### src/rtl/ps2_pkg.sv
// ps2_pkg: shared definitions for the PS/2 receive path.
//   - ps2_state_e : deframer state (idle, data bits, parity bit, stop bit)
//   - FRAME_BITS  : bits per PS/2 frame (start + 8 data + parity + stop)
//   - DATA_BITS   : payload width
//   - odd_parity  : parity bit that makes the total count of ones odd
package ps2_pkg;

    localparam int unsigned FRAME_BITS = 11;
    localparam int unsigned DATA_BITS  = 8;

    typedef enum logic [1:0] {
        ST_IDLE   = 2'd0,
        ST_DATA   = 2'd1,
        ST_PARITY = 2'd2,
        ST_STOP   = 2'd3
    } ps2_state_e;

    function automatic logic odd_parity(input logic [DATA_BITS-1:0] data);
        return ~^data;
    endfunction

endpackage

### src/rtl/ps2_byte_fifo.sv
// ps2_byte_fifo: small byte FIFO with a registered head output.
// Ports:
//   clk_i, rst_ni       clock, asynchronous active-low reset
//   push_i, push_data_i write request and byte
//   push_accept_o       push is taken this cycle (not full, or a pop frees a slot)
//   pop_i               consumer takes the head byte this cycle
//   valid_o             FIFO non-empty (registered)
//   head_o              head byte (registered)
//   count_o             bytes held
module ps2_byte_fifo #(
    parameter int unsigned FIFO_DEPTH = 8,
    parameter int unsigned WIDTH      = 8
) (
    input  logic                             clk_i,
    input  logic                             rst_ni,
    input  logic                             push_i,
    input  logic [WIDTH-1:0]                 push_data_i,
    output logic                             push_accept_o,
    input  logic                             pop_i,
    output logic                             valid_o,
    output logic [WIDTH-1:0]                 head_o,
    output logic [$clog2(FIFO_DEPTH+1)-1:0]  count_o
);

    localparam int unsigned PtrW = (FIFO_DEPTH > 1) ? $clog2(FIFO_DEPTH) : 1;
    localparam int unsigned CntW = $clog2(FIFO_DEPTH + 1);

    logic [WIDTH-1:0] mem_q [FIFO_DEPTH];
    logic [WIDTH-1:0] mem_d [FIFO_DEPTH];
    logic [PtrW-1:0]  wr_ptr_q, wr_ptr_d;
    logic [PtrW-1:0]  rd_ptr_q, rd_ptr_d;
    logic [CntW-1:0]  count_q, count_d;
    logic [WIDTH-1:0] head_q, head_d;
    logic             valid_q, valid_d;
    logic             do_pop, accept;

    assign do_pop = pop_i && valid_q;
    // A pop in the same cycle frees the slot the push needs, so a full FIFO still accepts.
    assign accept = push_i && ((count_q < CntW'(FIFO_DEPTH)) || do_pop);

    always_comb begin
        mem_d    = mem_q;
        wr_ptr_d = wr_ptr_q;
        rd_ptr_d = rd_ptr_q;
        count_d  = count_q;
        head_d   = head_q;

        if (accept) begin
            mem_d[wr_ptr_q] = push_data_i;
            wr_ptr_d        = wr_ptr_q + PtrW'(1);
        end
        if (do_pop) begin
            rd_ptr_d = rd_ptr_q + PtrW'(1);
            head_d   = mem_q[rd_ptr_q + PtrW'(1)];
        end
        // Incoming byte becomes the head when nothing else will be stored ahead of it.
        if (accept && ((count_q == '0) || ((count_q == CntW'(1)) && do_pop))) begin
            head_d = push_data_i;
        end

        unique case ({accept, do_pop})
            2'b10:   count_d = count_q + CntW'(1);
            2'b01:   count_d = count_q - CntW'(1);
            default: count_d = count_q;
        endcase

        valid_d = (count_d != '0);
    end

    always_ff @(posedge clk_i or negedge rst_ni) begin
        if (!rst_ni) begin
            mem_q    <= '{default: '0};
            wr_ptr_q <= '0;
            rd_ptr_q <= '0;
            count_q  <= '0;
            head_q   <= '0;
            valid_q  <= 1'b0;
        end else begin
            mem_q    <= mem_d;
            wr_ptr_q <= wr_ptr_d;
            rd_ptr_q <= rd_ptr_d;
            count_q  <= count_d;
            head_q   <= head_d;
            valid_q  <= valid_d;
        end
    end

    assign push_accept_o = accept;
    assign valid_o       = valid_q;
    assign head_o        = head_q;
    assign count_o       = count_q;

endmodule

### src/rtl/ps2_rx_fifo_receiver.sv
// ps2_rx_fifo_receiver: PS/2 device-to-host receiver with byte FIFO.
// Synchronises and filters the PS/2 clock, deframes 11-bit frames (start, 8 data
// LSB first, odd parity, stop) and buffers good bytes for a ready/valid consumer.
// Optional build macro: PS2_RX_TIMEOUT_EN adds a watchdog that aborts stalled frames.
// Ports:
//   clock, reset          system clock, asynchronous active-low reset
//   ps2_clock, ps2_data   raw PS/2 pins
//   out_valid/out_ready   consumer handshake, out_data is the FIFO head byte
//   fifo_count            bytes held
//   parity_err, frame_err, overflow, timeout_err  one-cycle error pulses
module ps2_rx_fifo_receiver
    import ps2_pkg::*;
#(
    parameter int unsigned FILTER_LEN     = 5,
    parameter int unsigned FIFO_DEPTH     = 8,
    parameter int unsigned TIMEOUT_CYCLES = 5000
) (
    input  logic                             clock,
    input  logic                             reset,
    input  logic                             ps2_clock,
    input  logic                             ps2_data,
    output logic                             out_valid,
    input  logic                             out_ready,
    output logic [DATA_BITS-1:0]             out_data,
    output logic [$clog2(FIFO_DEPTH+1)-1:0]  fifo_count,
    output logic                             parity_err,
    output logic                             frame_err,
    output logic                             overflow,
    output logic                             timeout_err
);

    localparam int unsigned HistW   = 2 * FILTER_LEN;
    localparam int unsigned BitCntW = $clog2(FRAME_BITS);

    logic [1:0]           clk_sync_q, clk_sync_d;
    logic [1:0]           dat_sync_q, dat_sync_d;
    logic [HistW-1:0]     hist_q, hist_d;
    ps2_state_e           state_q, state_d;
    logic [BitCntW-1:0]   bit_cnt_q, bit_cnt_d;
    logic [DATA_BITS-1:0] shift_q, shift_d;
    logic                 parity_q, parity_d;
    logic                 par_err_q, par_err_d;
    logic                 frm_err_q, frm_err_d;
    logic                 ovf_q, ovf_d;
    logic                 fall_pulse, bit_in, tmo_hit;
    logic                 push, push_accept, pop;

    // Newest sample enters at bit 0; the older half must be a clean high run.
    always_comb begin
        clk_sync_d = {clk_sync_q[0], ps2_clock};
        dat_sync_d = {dat_sync_q[0], ps2_data};
        hist_d     = {hist_q[HistW-2:0], clk_sync_q[1]};
    end

    assign bit_in     = dat_sync_q[1];
    assign fall_pulse = (hist_q[FILTER_LEN-1:0] == '0) && (&hist_q[HistW-1:FILTER_LEN]);

`ifdef PS2_RX_TIMEOUT_EN
    localparam int unsigned WdW = $clog2(TIMEOUT_CYCLES + 1);

    logic [WdW-1:0] wd_q, wd_d;
    logic           tmo_err_q;

    always_comb begin
        if (fall_pulse || (state_q == ST_IDLE)) begin
            wd_d = '0;
        end else begin
            wd_d = wd_q + WdW'(1);
        end
    end

    // A real edge arriving on the deadline wins over the watchdog.
    assign tmo_hit = !fall_pulse && (state_q != ST_IDLE) && (wd_q == WdW'(TIMEOUT_CYCLES - 1));

    always_ff @(posedge clock or negedge reset) begin
        if (!reset) begin
            wd_q      <= '0;
            tmo_err_q <= 1'b0;
        end else begin
            wd_q      <= wd_d;
            tmo_err_q <= tmo_hit;
        end
    end

    assign timeout_err = tmo_err_q;
`else
    // Watchdog not built: the timeout length has no effect on this variant.
    logic unused_timeout_cfg;
    assign unused_timeout_cfg = ^TIMEOUT_CYCLES;
    assign tmo_hit            = 1'b0;
    assign timeout_err        = 1'b0;
`endif

    always_comb begin
        state_d   = state_q;
        bit_cnt_d = bit_cnt_q;
        shift_d   = shift_q;
        parity_d  = parity_q;
        par_err_d = 1'b0;
        frm_err_d = 1'b0;
        push      = 1'b0;

        if (fall_pulse) begin
            unique case (state_q)
                ST_IDLE: begin
                    // A high start bit is a spurious edge and is ignored.
                    if (!bit_in) begin
                        state_d   = ST_DATA;
                        bit_cnt_d = '0;
                    end
                end
                ST_DATA: begin
                    shift_d   = {bit_in, shift_q[DATA_BITS-1:1]};
                    bit_cnt_d = bit_cnt_q + BitCntW'(1);
                    if (bit_cnt_q == BitCntW'(DATA_BITS - 1)) begin
                        state_d = ST_PARITY;
                    end
                end
                ST_PARITY: begin
                    parity_d = bit_in;
                    state_d  = ST_STOP;
                end
                ST_STOP: begin
                    state_d = ST_IDLE;
                    if (!bit_in) begin
                        frm_err_d = 1'b1;
                    end else if (parity_q != odd_parity(shift_q)) begin
                        par_err_d = 1'b1;
                    end else begin
                        push = 1'b1;
                    end
                end
                default: state_d = ST_IDLE;
            endcase
        end else if (tmo_hit) begin
            state_d   = ST_IDLE;
            bit_cnt_d = '0;
        end

        ovf_d = push && !push_accept;
    end

    always_ff @(posedge clock or negedge reset) begin
        if (!reset) begin
            clk_sync_q <= '1;
            dat_sync_q <= '1;
            hist_q     <= '1;
            state_q    <= ST_IDLE;
            bit_cnt_q  <= '0;
            shift_q    <= '0;
            parity_q   <= 1'b0;
            par_err_q  <= 1'b0;
            frm_err_q  <= 1'b0;
            ovf_q      <= 1'b0;
        end else begin
            clk_sync_q <= clk_sync_d;
            dat_sync_q <= dat_sync_d;
            hist_q     <= hist_d;
            state_q    <= state_d;
            bit_cnt_q  <= bit_cnt_d;
            shift_q    <= shift_d;
            parity_q   <= parity_d;
            par_err_q  <= par_err_d;
            frm_err_q  <= frm_err_d;
            ovf_q      <= ovf_d;
        end
    end

    assign pop = out_valid && out_ready;

    ps2_byte_fifo #(
        .FIFO_DEPTH (FIFO_DEPTH),
        .WIDTH      (DATA_BITS)
    ) u_fifo (
        .clk_i         (clock),
        .rst_ni        (reset),
        .push_i        (push),
        .push_data_i   (shift_q),
        .push_accept_o (push_accept),
        .pop_i         (pop),
        .valid_o       (out_valid),
        .head_o        (out_data),
        .count_o       (fifo_count)
    );

    assign parity_err = par_err_q;
    assign frame_err  = frm_err_q;
    assign overflow   = ovf_q;

endmodule

### config.mk
export PLATFORM = sky130hd
export DESIGN_NAME = ps2_rx_fifo_receiver
export DESIGN_NICKNAME = d
export VERILOG_FILES = /design/src/rtl/ps2_pkg.sv /design/src/rtl/ps2_byte_fifo.sv /design/src/rtl/ps2_rx_fifo_receiver.sv
export SDC_FILE = /design/constraint.sdc
export NUM_CORES = 1
export LEC_CHECK = 0
export ABC_AREA = 1
export CORE_MARGIN = 3
export CORE_UTILIZATION = 57
export DETAILED_ROUTE_END_ITERATION = 6
export GPL_TIMING_DRIVEN = 0
export PLACE_DENSITY = 0.82
export REMOVE_ABC_BUFFERS = 1
export SLEW_MARGIN = 20
export SYNTH_ARGS = -nofsm -noshare
export SYNTH_HDL_FRONTEND = slang
export SYNTH_SLANG_ARGS = --single-unit
### constraint.sdc
create_clock -name clock -period 3.4 [get_ports clock]
set_input_delay 0.68 -clock clock [delete_from_list [all_inputs] [get_ports clock]]
set_output_delay 0.68 -clock clock [all_outputs]
set_load 0.01 [all_outputs]
---- Word level (Yosys, flattened, before mapping) ----
Cells that the tools add are included.
cells by class
  reduce and logical (&&, ||, !) cells .... 23
  muxes and demuxes ....................... 25
  add/sub/neg operators ................... 5
  bitwise operators ....................... 2
  eq/ne operators ......................... 10
  order comparisons ....................... 4
operators by type and width
  kind                                                number
  bitwise mux 64 bit                                  1
  two-way mux 8 bit                                   5
  binary-select mux 8 bit (select 3 bit)              1
  demux 8 bit (select 3 bit)                          1
  one-hot mux 4 bit (2 select lines)                  2
  two-way mux 1 bit                                   11
  adder 4 x 1 -> 4 bit, second input constant         2
  >= comparator 4 bit, second input constant          2
  logical AND 1 bit                                   8
  inverter 3 -> 4 bit                                 2
  one-hot mux 2 bit (4 select lines)                  1
  XNOR reduction 8 bit                                1
  adder 3 x 1 -> 3 bit, second input constant         2
  == test 2 bit, second input constant                3
  AND reduction 3 bit                                 2
  zero test 5 bit                                     1
  AND reduction 5 bit                                 1
  == test 2 x 1 -> 1 bit, second input constant       2
  == test 4 x 1 -> 1 bit, second input constant       1
  == test 4 x 3 -> 1 bit, second input constant       1
  zero test 4 bit                                     1
  < comparator 4 x 1 -> 1 bit, second input constant  1
  < comparator 4 bit, second input constant           1
  two-way mux 2 bit                                   2
  other kinds (10)                                    14
storage, ports and cells
  register bits after elaboration ......... 115
  output and inout bits ................... 17
  input port bits ......................... 5
  logic and storage cells ................. 92

---- Logic depth before layout (Yosys ltp) ----
Gate-level depths: netlist of the first run.
  depth after elaboration ................. 10
  mapped depth ............................ 19
  depth with buffers taken out ............ 17

---- Cells and area by module ----
Synthesis of the first run repeated with hierarchy kept, for this count alone.
unflattened totals
  cell total of the unflattened synthesis .. 715
  area total of the unflattened synthesis .. 5,766.8 µm²
modules (own cells, without submodules)
  module                area each (µm²)  instances  sequential area each (µm²)  cells an instance
  ps2_byte_fifo         4,336.7          1          2,077.0                     562
  ps2_rx_fifo_receiver  1,430.1          1          818.3                       153

---- Worst setup path before layout of the first run ----
OpenSTA, ideal clock, no wires.
  path type ............................... register -> register
  start ................................... register hist_q[7]
  end ..................................... register u_fifo.valid_q, in the netlist u_fifo.valid_o
  data arrival time ....................... 2.456 ns
  data required time ...................... 3.281 ns
  stages on the path, launching flop included .. 17
  setup slack ............................. 0.825 ns
  buffers on the path ..................... 2
  clock period less this slack ............ 2.575 ns
  setup time .............................. 0.119 ns
  cells stage by stage .................... dfstp_2 -> nand2_1 -> nor2_1 -> nand4_1 -> nor3_2 -> nand3_4 -> nor2_8 -> buf_12 -> buf_8 -> inv_1 -> ha_1 -> inv_1 -> o221ai_1 -> nand2_1 -> o21ai_0 -> nor2_1 -> nand2_1
between the ends
  longest elaborated chain between the ends .. 7
  elaborated cells between the ends (all ways) .. 8
  classes of those cells .................. eq/ne: 2; mux: 2; reduce/logical: 4
RTL lines
  element                                                  line                         RTL
  from (decl)                                              ps2_rx_fifo_receiver.sv:37   logic [HistW-1:0] hist_q, hist_d;
  from (signal assigned)                                   ps2_rx_fifo_receiver.sv:158  hist_q <= hist_d;
  AND reduction 5 bit *                                    ps2_rx_fifo_receiver.sv:56   assign fall_pulse = (hist_q[FILTER_LEN-1:0] == '0) && (&hist_q[HistW-1:FILTER_LEN]);
  logical AND 1 bit *                                      ps2_rx_fifo_receiver.sv:56
  two-way mux 1 bit *                                      ps2_rx_fifo_receiver.sv:103  if (fall_pulse) begin
  logical AND 1 bit *                                      ps2_byte_fifo.sv:39          assign accept = push_i && ((count_q < CntW'(FIFO_DEPTH)) || do_pop);
  net push_accept                                          ps2_rx_fifo_receiver.sv:46   logic push, push_accept, pop;
  == test 2 x 1 -> 1 bit or == test 2 bit (tied branches)  ps2_byte_fifo.sv:61          unique case ({accept, do_pop})
  one-hot mux 4 bit (2 select lines) *                     ps2_byte_fifo.sv:61
  net u_fifo.count_d[2]                                    ps2_byte_fifo.sv:32          logic [CntW-1:0] count_q, count_d;
  nonzero test 4 bit *                                     ps2_byte_fifo.sv:67          valid_d = (count_d != '0);
  net u_fifo.valid_d                                       ps2_byte_fifo.sv:34          logic valid_q, valid_d;
  to (signal assigned)                                     ps2_byte_fifo.sv:84          valid_q <= valid_d;
  to (decl)                                                ps2_byte_fifo.sv:34
The timed path passes the listed nets; every way through them passes the cells marked *.
A chain may end at the register's enable or synchronous reset.

---- Final worst setup path of the first run ----
  start ................................... register shift_q[1]
  end ..................................... register u_fifo.valid_q, in the netlist u_fifo.valid_o
between the ends
  longest elaborated chain between the ends .. 10
  elaborated cells between the ends (all ways) .. 11
  classes of those cells .................. eq/ne: 3; mux: 5; reduce/logical: 3
RTL lines
  element                                                  line                         RTL
  from (decl)                                              ps2_rx_fifo_receiver.sv:40   logic [DATA_BITS-1:0] shift_q, shift_d;
  from (signal assigned)                                   ps2_rx_fifo_receiver.sv:161  shift_q <= shift_d;
  XNOR reduction 8 bit *                                   ps2_pkg.sv:19                return ~^data;
  inequality test 1 bit *                                  ps2_rx_fifo_receiver.sv:127  end else if (parity_q != odd_parity(shift_q)) begin
  two-way mux 1 bit *                                      ps2_rx_fifo_receiver.sv:127
  two-way mux 1 bit *                                      ps2_rx_fifo_receiver.sv:125  if (!bit_in) begin
  two-way mux 1 bit *                                      ps2_rx_fifo_receiver.sv:104  unique case (state_q)
  two-way mux 1 bit *                                      ps2_rx_fifo_receiver.sv:103
  logical AND 1 bit *                                      ps2_byte_fifo.sv:39
  == test 2 x 1 -> 1 bit or == test 2 bit (tied branches)  ps2_byte_fifo.sv:61
  one-hot mux 4 bit (2 select lines) *                     ps2_byte_fifo.sv:61
  net u_fifo.count_d[2]                                    ps2_byte_fifo.sv:32
  nonzero test 4 bit *                                     ps2_byte_fifo.sv:67
  net u_fifo.valid_d                                       ps2_byte_fifo.sv:34
Marks and branches as above.

==> metrics.md, run 1 <==
| Metric | Value |
|---|---|
| Reg2reg start | `shift_q[1]` |
| CTS root buf | `clkbuf_8` |
| First-pass GRT wire length | `25.3 mm` |
| Number of diodes | `0` |
| WL per Instance | `18.6 µm` |
| GR Overflow Total | `0` |
| Post-synthesis instance total | `702` |
| 1st-iter DRT viols | `899` |
| Initial cell density of the core | `59.5%` |
| First-pass DRT Iterations | `7` |
| Sequential area share after synthesis | `49.1%` |
| CTS buffer count | `17` |
| DRC Markers | `11` |
| Initial antenna violation count | `0` |
| Worst-Skew Late Latency | `520 ps` |
| Total power | `0.00470 W` |
| Slew HR | `28.1%` |
| Number of synthesized flops with an enable pin | `0` |
| Die ar. | `0.0116 mm²` |
| CTS hold repair buffers | `0` |
| Pre-CTS WS | `-1070 ps` |
| Critical path class | `flop to flop` |
| Tmin final | `2990 ps` |
| Final HPWL DP | `8.72 mm` |
| Setup crit start | `shift_q[1]` |
| I/O pins | `22` |
| Post-synth top flop | `dfrtp_1` |
| Crit share post-route | `88.1%` |
| GR Util All Layers | `28.0%` |
| Die W | `108 µm` |
| Fraction of layout cells with a size suffix above 1 | `11.2%` |
| Via count | `5,312` |
| Crit path max fanout | `12` |
| Vias in the first global route | `5,078` |
| Final wirelength | `15.9 mm` |
| Cell area after synthesis | `0.00590 mm²` |
| CTS tree | `yes` |
| Worst Hold Class | `primary input to async pin` |
| Startpoint types | `flop` |
| Worst Tran Pin Value | `1080 ps` |
| Proportion of netlist area held by the largest area contributor | `42.9%` |
| Final Max Slew Viols | `0` |
| Ys async rst share | `100%` |
| Num Clock Sinks | `115` |
| Maximum number of pins on one net before global-route repair | `85` |
| Most frequent cells in the layout | `nand2_1 (214), dfrtp_1 (98), nand4_1 (68), nor2_1 (54), o21ai_0 (53)` |
| RSZ-0062 raised after global routing | `false` |
| Final setup margin | `406 ps` |
| Core footprint | `0.00991 mm²` |
| Peak supply drop | `0.597 mV` |
| CP endpoint kind | `flop` |
| PwrDens | `701 mW/mm²` |
| Pleak | `3.26 nW` |
| Failing checks | `DRC` |
| Dominant cell type by area after synthesis | `dfrtp_1` |
| Worst-path clk slew | `60 ps` |
| Synth-to-Final Area Change | `13.7%` |
| Largest cells by area after synthesis | `dfrtp_1 (43%), nand2_1 (14%), nand4_1 (7.2%), dfstp_2 (6.2%), o21ai_0 (4.5%)` |
| Final hold violations | `0` |
| Floorplan row count | `36` |
| Clk_skew | `6.37 ps` |
| Final setup fails | `0` |
| Die Ht | `108 µm` |
| Synth Register Bits | `115` |
| Fmax | `334 MHz` |
| Vias per inst | `6.22` |
| CP arrival | `3390 ps` |
| Yosys Warn Count | `0` |
| Antenna viol nets, final | `0` |
| # port buffers | `20` |
| Syn_area_per_cell | `8.40 µm²` |
| Required time worst endpoint | `3800 ps` |
| Max-cap violations | `0` |
| Commonest non-fill, non-tap cell in the layout | `nand2_1` |
| Placer Congestion | `0.880` |
| Status | `finished, violations left` |
| Post-synth cell types | `36` |
| Nets | `726` |
| CTS H-tree lvls | `4` |
| CTS max path bufs | `2` |
## per-layer routing
layer  vias up  share of wire [%]  track usage [%]
met2       360                 49             43.7
met4         0                3.6             15.9
met3        68                 10             6.06
met5         -                  0                0
met1      2533                 37             36.2
li1       2351                  -                -
## where the power goes
group / switching (W) / internal, W
combinational: 0.000854 / 0.000453
sequential: 0.000134 / 0.00147
clock: 0.000622 / 0.00117
total: 0.00161 / 0.00309
## cells in the mapped netlist (2+ instances only)
cell type    n
a21oi_1      7
dfrtp_1    101
inv_1       48
buf_2        5
o221ai_1     3
buf_6        7
clkbuf_1    20
nand3_1     33
nand2_1    214
nand4_1     68
nor2_1      57
clkinv_1     3
nand2_2      3
dfstp_2     14
a31oi_1      2
o21ai_0     53
o22ai_1     14
nor3_1       2
buf_8        3
nand3_2      3
buf_4        5
nand3_4      8
xor2_1       4
ha_1        13
## timing repair
action                                  4_1_cts  5_1_grt
gates cloned                                  2        1
endpoints found under the setup margin       13        2
gates resized for setup                       1        3
hold endpoints to repair                      0        0
buffers inserted                              0        4
pin swaps                                     1        1
## cells by family after synthesis
group | synth area share (%)
and+or+nand+nor | 31.5
xor gates and xnor gates | 0.743
AOI/OAI and AO/OA | 7.57
other | 0.0636
adders and majority gates | 2.76
muxes | 0.191
buffers and inverters | 8.11
DFF | 49.1
## final timing paths
check | endpoint | slack [ps] | cells past startpoint
setup / recovery | u_fifo.valid_o | 410 | 16
hold reg to reg | dat_sync_q[1] | 360 | 0
min in group clock | dat_sync_q[1] | 360 | 0
hold / removal | u_fifo.mem_q[5] | 40 | 1
setup reg to reg | u_fifo.valid_o | 410 | 16
max in group asynchronous | hist_q[9] | 2610 | 2
## flip-flops by register name, summed over array words and instances, names as in the netlist, 2 cells and up
register,count
u_fifo.mem_q,64
hist_q,10
shift_q,8
u_fifo.head_o,8
bit_cnt_q,4
u_fifo.count_o,4
u_fifo.rd_ptr_q,3
u_fifo.wr_ptr_q,3
clk_sync_q,2
dat_sync_q,2
state_q,2
## critical path, cell delays in order, from the launching register on
cell	delay (ps)
dfrtp_1	720
inv_1	180
nand2_1	110
nand2_1	60
nand2_1	90
nand2_2	90
nand2_2	110
nand3_4	190
nor2_8	190
inv_1	60
ha_1	300
inv_1	180
o221ai_1	160
nand2_1	80
o21ai_0	110
nor2_1	180
nand2_1	80
## per-stage QoR
step	area [µm²]	instances	util, %	setup TNS, ps	hold slack, ps
global route	6710	854	67.7	0	55.6
CTS	6650	849	67.1	0	35.2
floorplan	5610	660	-	0	345
detailed placement	6030	815	60.9	-31590	347
finish	6710	854	67.7	0	44.7
global placement	5980	813	60.3	-297700	347
## layout make-up
type | count | area, µm²
clock inverters | 9 | 129
well taps | 133 | 166
clock buffers | 23 | 467
repair buffers | 26 | 279
fillers | 721 | 3200
multi-input cells | 497 | 2570
flip-flops and latches | 115 | 2900
inverters | 51 | 196
(Power assumes the default switching activity.)
==> run 2: changes to the inputs <==
CAP_MARGIN = 10   (was unset)
CELL_PAD_IN_SITES_DETAIL_PLACEMENT = 1   (was unset)
CELL_PAD_IN_SITES_GLOBAL_PLACEMENT = 1   (was unset)
CORE_UTILIZATION = 47   (was 57)
PLACE_DENSITY = unset   (was 0.82)
PLACE_DENSITY_LB_ADDON = 0.2   (was unset)
==> metrics.md, run 2 (synthesis results as in run 1) <==
| Metric | Value |
|---|---|
| Status | `finished, final reports clean` |
| Routed wl met2 | `7.76 mm` |
| Slew HR | `31.6%` |
| Number of diodes | `0` |
| Highest Signal Layer | `met4` |
| Fmax | `328 MHz` |
| I/O pins | `22` |
| Clk_skew | `5.34 ps` |
| Placer Congestion | `0.843` |
| RSZ-0062 raised after global routing | `false` |
| Worst-path clk slew | `60 ps` |
| Peak supply drop | `0.423 mV` |
| Design area | `0.00677 mm²` |
| Tmin final | `3050 ps` |
| Worst Hold Class | `primary input to async pin` |
| Final HPWL DP | `10.4 mm` |
| Crit path max fanout | `14` |
| Final hold violations | `0` |
| Cells along the critical path | `clkdlybuf4s50_1, nand2_2, clkinvlp_4, nor2_1, nor2_8, inv_1, ha_1, inv_1, o221ai_1, nand2_1, o21ai_0, nor2_1, nand2_1` |
| Vias in the first global route | `5,296` |
| Vias per inst | `5.63` |
| GR Overflow Total | `0` |
| Floorplan row count | `40` |
| Biggest regs | `u_fifo.mem_q x64, hist_q x10` |
| First-pass DRT Iterations | `4` |
| Worst-Skew Late Latency | `420 ps` |
| DRT met1 WL | `7.36 mm` |
| # port buffers | `20` |
| Commonest non-fill, non-tap cell in the layout | `nand2_1` |
| Crit-path max cell delay | `440 ps` |
| Maximum number of pins on one net before global-route repair | `72` |
| Required time worst endpoint | `3710 ps` |
| CTS buffer count | `17` |
| Nets | `721` |
| PwrDens | `710 mW/mm²` |
| WL per Instance | `18.3 µm` |
| Wire length on met3 | `750 µm` |
| First-pass GRT wire length | `27.1 mm` |
| Core footprint | `0.0122 mm²` |
| Num Clock Sinks | `115` |
| Max-cap violations | `0` |
| Sum Neg Setup Slack | `0 ps` |
| Most frequent cells in the layout | `nand2_1 (213), dfrtp_1 (100), nand4_1 (68), nor2_1 (55), o21ai_0 (53)` |
| Most flop-heavy register | `u_fifo.mem_q` |
| Die Ht | `118 µm` |
| Antenna viol nets, final | `0` |
| Startpoint types | `primary input` |
| CP endpoint kind | `flop` |
| Via count | `4,978` |
| Pre-CTS WS | `-242 ps` |
| Final wirelength | `16.2 mm` |
| Crit share post-route | `89.7%` |
| CTS tree | `yes` |
| Final setup margin | `351 ps` |
| Die ar. | `0.0139 mm²` |
| Max FFs per register | `64` |
| DRC Markers | `0` |
| Critical-path top delay cell | `nor2_1` |
| Die W | `118 µm` |
| CTS root buf | `clkbuf_16` |
| 1st-iter DRT viols | `345` |
| Worst Tran Pin Value | `1020 ps` |
| Post-DP Area | `0.00612 mm²` |
| Initial cell density of the core | `48.5%` |
| Fraction of layout cells with a size suffix above 1 | `10.5%` |
| GR Util All Layers | `24.5%` |
| CP arrival | `3360 ps` |
| Final Max Slew Viols | `0` |
| Critical path class | `primary input to flop` |
| Pleak | `3.27 nW` |
| Synth-to-Final Area Change | `14.9%` |
| CTS max path bufs | `2` |
| Final setup fails | `0` |
| CTS H-tree lvls | `4` |
| Initial antenna violation count | `0` |
-- run 2: changes by cell type in the layout (fill, tap and decap cells not counted), sizes merged --
cell / before / now
buf: 7 / 5
bufinv: 3 / 5
clkbuf: 23 / 19
clkinv: 7 / 8
clkinvlp: 3 / 4
nor2: 62 / 59
-- run 2: power breakdown --
| part | leakage (nW) | internal, W | switching (W) | total (W) |
|---|---|---|---|---|
| Combinational | 1.45 | 0.000442 | 0.000825 | 0.00127 |
| Sequential | 1.52 | 0.00147 | 0.000128 | 0.00159 |
| Clock | 0.303 | 0.00130 | 0.000653 | 0.00195 |
| Total | 3.27 | 0.00321 | 0.00161 | 0.00481 |
-- run 2: per-layer routing --
metal / GRT usage [%] / up-vias
li1: - / 2353
met1: 31.8 / 2491
met2: 39.8 / 107
met3: 5.86 / 27
met4: 9.52 / 0
met5: 0 / -
-- run 2: worst max-delay path: cells and delay by family --
family                   cells  cell delay [ps]
AND/OR/NAND/NOR              6             1130
buffers and inverters        4             1040
AO/OA/AOI/OAI                2              260
adder cells (fa/ha/maj)      1              240
-- run 2: stage by stage --
| stage | utilization, % | cells | hold WS, ps | power [W] |
|---|---|---|---|---|
| floorplan | - | 660 | 345 | 0.00235 |
| global placement | 49.5 | 848 | 348 | 0.00282 |
| detailed placement | 50.4 | 852 | 347 | 0.00285 |
| CTS | 55.6 | 884 | 295 | 0.00484 |
| global route | 55.7 | 884 | 316 | 0.00507 |
| finish | 55.7 | 884 | 272 | 0.00481 |
-- run 2: cell type report --
class,instances,area [µm²]
fill,1445,5390
sequential,115,2900
multi-input combinational,494,2530
clock buffer,19,433
timing repair buffer,24,297
tap,168,210
clock inverter,13,209
inverter,51,196
-- run 2: repair_timing --
| action | in CTS | in global routing |
|---|---|---|
| buffers inserted | 0 | 0 |
| hold buffers | 0 | 0 |
| gates resized for setup | 0 | 2 |
| setup endpoints to repair | 0 | 1 |
-- run 2: path summary, 6_finish.rpt --
check                      slack (ps)                to                from  depth (start not counted)
max in group asynchronous        2460  u_fifo.head_o[4]               reset                          2
min reg2reg                       360     dat_sync_q[1]       dat_sync_q[0]                          0
max                               350    u_fifo.valid_o           out_ready                         13
max reg2reg                       430  u_fifo.head_o[1]  u_fifo.rd_ptr_q[0]                         10
min                               270  u_fifo.mem_q[33]               reset                          1
min in group clock                360     dat_sync_q[1]       dat_sync_q[0]                          0
